### config.mk
export PLATFORM = sky130hd
export DESIGN_NAME = audio_sample_fetcher
export DESIGN_NICKNAME = d
export VERILOG_FILES = /design/src/rtl/audio_sample_fetcher.sv
export SDC_FILE = /design/constraint.sdc
export NUM_CORES = 1
export LEC_CHECK = 0
export CAP_MARGIN = 10
export CORE_ASPECT_RATIO = 1.4
export CORE_MARGIN = 3
export CORE_UTILIZATION = 53
export CTS_CLUSTER_SIZE = 14
export DETAILED_ROUTE_END_ITERATION = 8
export PLACE_DENSITY = 0.84
export SKIP_LAST_GASP = 1
export SYNTH_ARGS = -nofsm -noshare
export SYNTH_HDL_FRONTEND = slang
export SYNTH_SLANG_ARGS = --single-unit
### constraint.sdc
create_clock -name in_clk -period 3.7 [get_ports in_clk]
set_clock_uncertainty 0.2 [all_clocks]
set_input_delay 0.74 -clock in_clk [delete_from_list [all_inputs] [get_ports in_clk]]
set_output_delay 0.74 -clock in_clk [all_outputs]
set_load 0.03 [all_outputs]
### src/rtl/audio_sample_fetcher.sv
// audio_sample_fetcher
//   Turns each rising edge of the divided sample clock into one 16-bit audio
//   sample. Samples are packed two per 32-bit flash word ([15:0] earlier,
//   [31:16] later). A word is read only on every other sample period; the
//   second sample comes from the word already latched. Supports play/pause,
//   forward/backward direction, restart and wrap-around of the region.
//
// Ports
//   in_clk              system clock (same domain as the clock divider)
//   reset               synchronous, active-high reset
//   sample_clk          divided clock; its rising edge starts a sample period
//   play                1 = play, 0 = pause
//   dir                 0 = forward, 1 = backward
//   restart             single-cycle pulse, rewinds to the region start for dir
//   flash_read          Avalon-MM read request
//   flash_address       word address of the read
//   flash_waitrequest   slave stall; request held while high
//   flash_readdatavalid read data valid
//   flash_readdata      read word
//   audio_sample        current sample, held between updates
//   sample_valid        one-cycle pulse when audio_sample updates
//   overrun_count       (SAMPLE_OVERRUN_CNT_EN only) ticks dropped while busy
//
// Build option
//   SAMPLE_OVERRUN_CNT_EN  adds the saturating overrun_count output.

module audio_sample_fetcher #(
    parameter int unsigned        ADDR_W     = 23,
    parameter logic [ADDR_W-1:0]  START_ADDR = 23'h000000,
    parameter logic [ADDR_W-1:0]  END_ADDR   = 23'h07FFFF
) (
    input  logic              in_clk,
    input  logic              reset,
    input  logic              sample_clk,
    input  logic              play,
    input  logic              dir,
    input  logic              restart,
    output logic              flash_read,
    output logic [ADDR_W-1:0] flash_address,
    input  logic              flash_waitrequest,
    input  logic              flash_readdatavalid,
    input  logic [31:0]       flash_readdata,
    output logic [15:0]       audio_sample,
    output logic              sample_valid
`ifdef SAMPLE_OVERRUN_CNT_EN
    ,
    output logic [15:0]       overrun_count
`endif
);

    typedef enum logic [1:0] {StIdle, StReq, StWaitData} state_e;

    state_e            state_q, state_d;
    logic              sample_clk_q;
    logic              tick;
    logic              half_q;        // 1: second sample of latched word still pending
    logic              first_hi_q;    // 1: the half already played was [31:16]
    logic [31:0]       word_q;
    logic [ADDR_W-1:0] addr_q;
    logic [15:0]       audio_q;
    logic              valid_q;
    logic              restart_pend_q;
    logic [ADDR_W-1:0] addr_step;
    logic [ADDR_W-1:0] addr_rewind;
    logic [15:0]       other_half;

    assign tick = sample_clk & ~sample_clk_q;

    // Step with wrap at the region boundaries.
    always_comb begin
        addr_step = addr_q;
        if (dir == 1'b0) begin
            addr_step = (addr_q == END_ADDR) ? START_ADDR : addr_q + ADDR_W'(1);
        end else begin
            addr_step = (addr_q == START_ADDR) ? END_ADDR : addr_q - ADDR_W'(1);
        end
    end

    assign addr_rewind = dir ? END_ADDR : START_ADDR;
    assign other_half  = first_hi_q ? word_q[15:0] : word_q[31:16];

    // ---------------------------------------------------------------- state register
    always_ff @(posedge in_clk) begin
        if (reset) begin
            state_q <= StIdle;
        end else begin
            state_q <= state_d;
        end
    end

    // ---------------------------------------------------------------- next state
    always_comb begin
        state_d = state_q;
        unique case (state_q)
            StIdle: begin
                // Restart beats a coincident tick.
                if (!restart && tick && play && !half_q) begin
                    state_d = StReq;
                end
            end
            StReq: begin
                if (!flash_waitrequest) begin
                    state_d = StWaitData;
                end
            end
            StWaitData: begin
                if (flash_readdatavalid) begin
                    state_d = StIdle;
                end
            end
            default: state_d = StIdle;
        endcase
    end

    // ---------------------------------------------------------------- outputs
    always_comb begin
        flash_read    = (state_q == StReq);
        flash_address = addr_q;
        audio_sample  = audio_q;
        sample_valid  = valid_q;
    end

    // ---------------------------------------------------------------- datapath
    always_ff @(posedge in_clk) begin
        if (reset) begin
            sample_clk_q   <= 1'b0;
            half_q         <= 1'b0;
            first_hi_q     <= 1'b0;
            word_q         <= '0;
            addr_q         <= START_ADDR;
            audio_q        <= '0;
            valid_q        <= 1'b0;
            restart_pend_q <= 1'b0;
        end else begin
            sample_clk_q <= sample_clk;
            valid_q      <= 1'b0;
            unique case (state_q)
                StIdle: begin
                    if (restart) begin
                        addr_q         <= addr_rewind;
                        half_q         <= 1'b0;
                        restart_pend_q <= 1'b0;
                    end else if (tick && play && half_q) begin
                        audio_q <= other_half;
                        valid_q <= 1'b1;
                        half_q  <= 1'b0;
                        addr_q  <= addr_step;
                    end
                end
                StReq: begin
                    if (restart) begin
                        restart_pend_q <= 1'b1;
                    end
                end
                StWaitData: begin
                    if (flash_readdatavalid) begin
                        if (restart_pend_q || restart) begin
                            // Word is discarded; the rewind lands as we return to idle.
                            addr_q         <= addr_rewind;
                            half_q         <= 1'b0;
                            restart_pend_q <= 1'b0;
                        end else begin
                            word_q     <= flash_readdata;
                            first_hi_q <= dir;
                            audio_q    <= dir ? flash_readdata[31:16] : flash_readdata[15:0];
                            valid_q    <= 1'b1;
                            half_q     <= 1'b1;
                        end
                    end else if (restart) begin
                        restart_pend_q <= 1'b1;
                    end
                end
                default: ;
            endcase
        end
    end

`ifdef SAMPLE_OVERRUN_CNT_EN
    logic [15:0] overrun_q;

    always_ff @(posedge in_clk) begin
        if (reset) begin
            overrun_q <= '0;
        end else if (restart) begin
            overrun_q <= '0;
        end else if (tick && play && (state_q != StIdle) && (overrun_q != 16'hFFFF)) begin
            overrun_q <= overrun_q + 16'd1;
        end
    end

    assign overrun_count = overrun_q;
`endif

endmodule
Word-level counts from Yosys, hierarchy flattened
Index checks and enable logic that the tools add are counted.
{"block": "totals", "elab_cells": 79, "inputBits": 40, "out_inout_bits": 41, "ff_bits": 78}
{"block": "op_classes", "add_sub_neg": 2, "bitwise": 3, "n_eq_ne": 13, "muxes": 34, "n_reduce_logical": 18}
{"op": "$mux 23", "n": 7}
{"op": "$mux 16", "n": 6}
{"op": "$pmux 23 s2", "n": 1}
{"op": "$pmux 16 s2", "n": 1}
{"op": "$add 23x1->23 const B", "n": 1}
{"op": "$eq 23x19->1 const B", "n": 1}
{"op": "$logic_not 23->1", "n": 1}
{"op": "$sub 23x1->23 const B", "n": 1}
{"op": "$mux 19", "n": 1}
{"op": "$ne 2x2->1 const B", "n": 8}
{"op": "$reduce_and 3->1", "n": 4}
{"op": "$mux 1", "n": 11}
{"op": "$mux 2", "n": 3}
{"op": "$ne 3x3->1 const B", "n": 2}
{"op": "$pmux 2 s3", "n": 1}
{"op": "$logic_and 1x1->1", "n": 5}
{"op": "$reduce_and 5->1", "n": 1}
{"op": "$pmux 1 s2", "n": 2}
{"op": "$reduce_and 4->1", "n": 1}
{"op": "$pmux 1 s3", "n": 1}
{"op": "$reduce_bool 3->1", "n": 1}
{"op": "$eq 2x1->1 const B", "n": 1}
{"op": "$eq 2x2->1 const B", "n": 1}
{"op": "$logic_not 1->1", "n": 2}
{"op": "other kinds (5)", "n": 6}

Longest topological paths before layout
Gate-level depths: netlist of the first run.
{"block": "logic_depth", "depth_word": 7, "ltp_mapped": 11, "mapped_depth_nobuf": 8}

Worst setup path after synthesis of the first run
No wires, ideal clock.
{"block": "synth_timing", "path_kind": "register to register", "from": "register addr_q[0] (netlist: flash_address[0])", "to": "register addr_q[18] (netlist: flash_address[18])", "arrival_time_ps": 2453, "required_time_ps": 3430, "setup_slack_ps": 976, "path_stages_with_launch": 9, "n_path_buf": 0, "setup_ps": 70, "period_less_slack_ps": 2724, "cell_sequence": "dfxtp_1 -> inv_1 -> ha_1 -> or4b_2 -> nor4_2 -> nand2_1 -> xor2_1 -> a21o_1 -> a21oi_1"}
{"block": "synth_between", "elab_chain_cells": 6, "word_cells_on_any_way": 10, "cone_classes": "add/sub (2); eq/ne (1); mux (6); reduce/logical (1)"}
{"element": "from (decl)", "line_no": "59", "text": "logic [ADDR_W-1:0] addr_q;"}
{"element": "from (signal assigned)", "line_no": "140", "text": "addr_q <= addr_rewind;"}
{"element": "from (signal assigned)", "line_no": "147", "text": "addr_q <= addr_step;"}
{"element": "from (signal assigned)", "line_no": "159", "text": "addr_q <= addr_rewind;"}
{"element": "$add 23x1->23, or another cell as far along", "line_no": "73", "text": "addr_step = (addr_q == END_ADDR) ? START_ADDR : addr_q + ADDR_W'(1);"}
{"element": "$mux 23 (on tied branches)", "line_no": "73, 75"}
{"element": "$mux 23 *", "line_no": "72", "text": "if (dir == 1'b0) begin"}
{"element": "$mux 23 *", "line_no": "143", "text": "end else if (tick && play && half_q) begin"}
{"element": "$mux 23 *", "line_no": "139", "text": "if (restart) begin"}
{"element": "$pmux 23 s2 *", "line_no": "137", "text": "unique case (state_q)"}
Every way passes the cells marked *; elsewhere a longest branch is shown, timed or not. The select of a mux whose other input is x is not followed.
A chain may end at the register's enable or synchronous reset.

Worst setup path after layout of the first run
{"block": "layout_timing", "from": "register addr_q[19] (netlist: flash_address[19])", "to": "register addr_q[10] (netlist: flash_address[10])"}
{"block": "layout_between", "elab_chain_cells": 6, "word_cells_on_any_way": 8, "cone_classes": "eq/ne (1); mux (6); reduce/logical (1)"}
{"element": "$eq 23x19->1 or $logic_not 23->1 (tied branches)", "line_no": "73, 75"}
{"element": "$mux 23 (on tied branches)", "line_no": "73, 75"}
{"element": "$mux 23 *", "line_no": "72"}
{"element": "$mux 23 *", "line_no": "143"}
{"element": "$mux 23 *", "line_no": "139"}
{"element": "$pmux 23 s2 *", "line_no": "137"}
Marked as above.

==> results of run 1 <==
area by class of cell:
cell class	instances	area share (%)
Clock inverter	5	1.44
Clock buffer	11	4.24
Sequential cell	78	27.3
Tap cell	102	2.23
Inverter	10	0.655
Multi-Input combinational cell	471	48.5
Timing Repair Buffer	94	15.6
metal layers:
layer / global-route usage [%] / vias to the layer above / wire (µm) / share of wire, %
met2: 49.2 / 258 / 6750 / 50
met5: 0 / - / 0 / 0
met4: 15.2 / 0 / 605 / 4.5
met3: 4.98 / 62 / 1030 / 7.6
met1: 31.3 / 2262 / 5200 / 38
li1: - / 2319 / - / -
report_power, final:
part           total [mW]  leakage [nW]  switching, mW  internal, mW
clock               0.964         0.160          0.353         0.611
combinational       0.556          1.15          0.335         0.221
sequential          0.923         0.632         0.0559         0.868
total                2.44          1.94          0.744          1.70
state kept, by name, indices dropped and copies added, names as in the netlist:
signal	flops
first_hi_q	1
sample_clk_q	1
word_q	32
half_q	1
restart_pend_q	1
audio_sample	16
state_q	2
flash_address	23
sample_valid	1
cell usage after synthesis, types with 5 or more instances:
| master | count |
|---|---|
| nand2b_1 | 5 |
| nor3_1 | 25 |
| a21oi_1 | 78 |
| nand2_1 | 95 |
| or3_1 | 8 |
| nor2b_1 | 19 |
| nand3_1 | 13 |
| o21a_1 | 5 |
| nor4_1 | 14 |
| nor2_1 | 46 |
| mux2i_1 | 21 |
| o21ai_0 | 17 |
| a31oi_1 | 8 |
| dfxtp_1 | 78 |
| inv_1 | 9 |
| clkbuf_1 | 42 |
| ha_1 | 6 |
| a211oi_1 | 33 |
| or4_1 | 7 |
cell families after synthesis:
group,count (synthesis)
flip-flops,78
AO/OA/AOI/OAI,187
multiplexers,21
adder cells (fa/ha/maj),6
AND/OR/NAND/NOR,249
buffers and inverters,60
XOR/XNOR,8
tightest hold or removal path: stages (launching register included):
cell and delay, ps:
dfxtp_1 300, nand2_1 50, a21oi_1 50
final timing paths:
kind | startpoint | to | cells after the start
setup / recovery | flash_address[19] | flash_address[10] | 5
hold / removal | word_q[31] | word_q[31] | 2
setup reg to reg | flash_address[19] | flash_address[10] | 5
hold reg to reg | word_q[31] | word_q[31] | 2
==> out/metrics.csv, run 1 <==
metric;value;unit
path_buf_inv;0;
ios;81;
cp-end-kind;flip-flop;
cts_tree;yes;
drtIter0Drc;497;
cts_root_buffer;clkbuf_16;
drv_cap;0;
viasPerCell;6.36;
ys_seq_area_share;34.1;%
cts-resized-gates;0;
antenna_found_initial;0;
yosys_warnings;0;
final_common_cell;nand2_1;
fin_setup_tns;0;ps
synth_compound_area_share;26.5;%
synthAdderAreaFrac;1.64;%
synthMuxAreaShare;4.59;%
wl;13600;µm
core_area;8300;µm²
synth_area_leaders;dfxtp_1 34%, a21oi_1 8.5%, nand2_1 7.8%, a211oi_1 5.4%, mux2i_1 4.6%;
fp.dieW;84.6;µm
fillCellCount;693;
synth_xor_area_share;1.53;%
rows;39;
clk_path_buf_depth;2;
reg2reg_slack;540;ps
ys_types;61;
cts.sinks;78;
grt-ovfl-total;0;
synthSimpleGateAreaFrac;26.4;%
grt_max_degree;57;
cp_data_arrival_time;3180;ps
cts_buffers;9;
synth.avg_cell_area;7.53;µm²
wl_per_cell;17.6;µm
dp_hpwl;9310;µm
area_growth;25.0;%
fin_area;5730;µm²
rsz0062_at_grt;no;
pre_cts_slack;459;ps
grt_usage;27.7;%
fp.dieH;116;µm
leakage;1.94;nW
peakVddDrop;0.385;mV
crit_family;compound AO/OA/AOI/OAI gates;
path_max_fanout;11;
htreeDepth;3;
placed_cell_area;5400;µm²
fin_nets;710;
finalSetupViolCount;0;
cts_setup_buffers;0;
cpMostUsedCell;or4_1;
drive_gt1_share;7.17;%
grt_pass1_wl;22300;µm
min_period_over_period;85.3;%
place_congestion;1.07;
post-route-util;69.1;%
drv_slew;0;
cts_hold_buf;0;
tightest_slew;1140;ps
period_needed;3160;ps
initial_core_util;55.2;%
synthFlopType;dfxtp_1;
seqCellArea;1560;µm²
synthCells;609;
worstPathCellList;or4_1, or4_1, o21ai_1, o21ai_0, a32o_1;
crit_type;reg -> reg;
antenna_cells;0;
drc;0;
p_per_area;426;nW/µm²
run_status;finished clean;
instances_no_fill;771;
syn-cell-area;4580;µm²
async_reset_ff_share;0;%
yosysTopAreaCell;dfxtp_1;
dp_cells;755;
hold_ws;250;ps
synth_top_family_by_area;compound AO/OA/AOI/OAI gates;
layout.cells.most_common_list;95 x nand2_1, 78 x a21oi_1, 78 x dfxtp_1, 78 x clkdlybuf4s50_1, 46 x nor2_1;
slowest_delay;760;ps
synth_nets;655;
multi_input_area;2780;µm²
io_buffers;80;
fmax;0.317;GHz
startpoint_type;flip-flop;
cp_slowest_cell;o21ai_1;
power.total;2.44;mW
dr_total_vias;4901;
worst_slack;543;ps
firstDrtPassIters;6;
synth.top_cell.area_share;34.1;%
worstSkewPairLatency;330;ps
hold_violations;0;
relSlewSlack;23.7;%
synth-seq-cells;78;
fp.dieArea;9810;µm²
grt_pass1_vias;4763;
drtAntennaViolNets;0;
cts.clk_slew.worst_paths;60;ps
min_path_type;reg -> reg;
crit_required;3720;ps
synth_edf_count;0;
No activity file was read; power rests on OpenSTA's default activity.
==> run 2, diff against run 1 <==
--- a/config.mk
+++ b/config.mk
@@ -5,7 +5,6 @@
 export SDC_FILE = /design/constraint.sdc
 export NUM_CORES = 1
 export LEC_CHECK = 0
-export CAP_MARGIN = 10
 export CORE_ASPECT_RATIO = 1.4
 export CORE_MARGIN = 3
 export CORE_UTILIZATION = 53
@@ -16,3 +15,4 @@
 export SYNTH_ARGS = -nofsm -noshare
 export SYNTH_HDL_FRONTEND = slang
 export SYNTH_SLANG_ARGS = --single-unit
+export TNS_END_PERCENT = 1
==> results of run 2 <==
The final DEF is identical to that of run 1; final timing and power are the same.
==> run 3, diff against run 2 <==
--- a/config.mk
+++ b/config.mk
@@ -11,7 +11,6 @@
 export CTS_CLUSTER_SIZE = 14
 export DETAILED_ROUTE_END_ITERATION = 8
 export PLACE_DENSITY = 0.84
-export SKIP_LAST_GASP = 1
 export SYNTH_ARGS = -nofsm -noshare
 export SYNTH_HDL_FRONTEND = slang
 export SYNTH_SLANG_ARGS = --single-unit
==> results of run 3 <==
The final DEF is identical to that of run 1; final timing and power are the same.
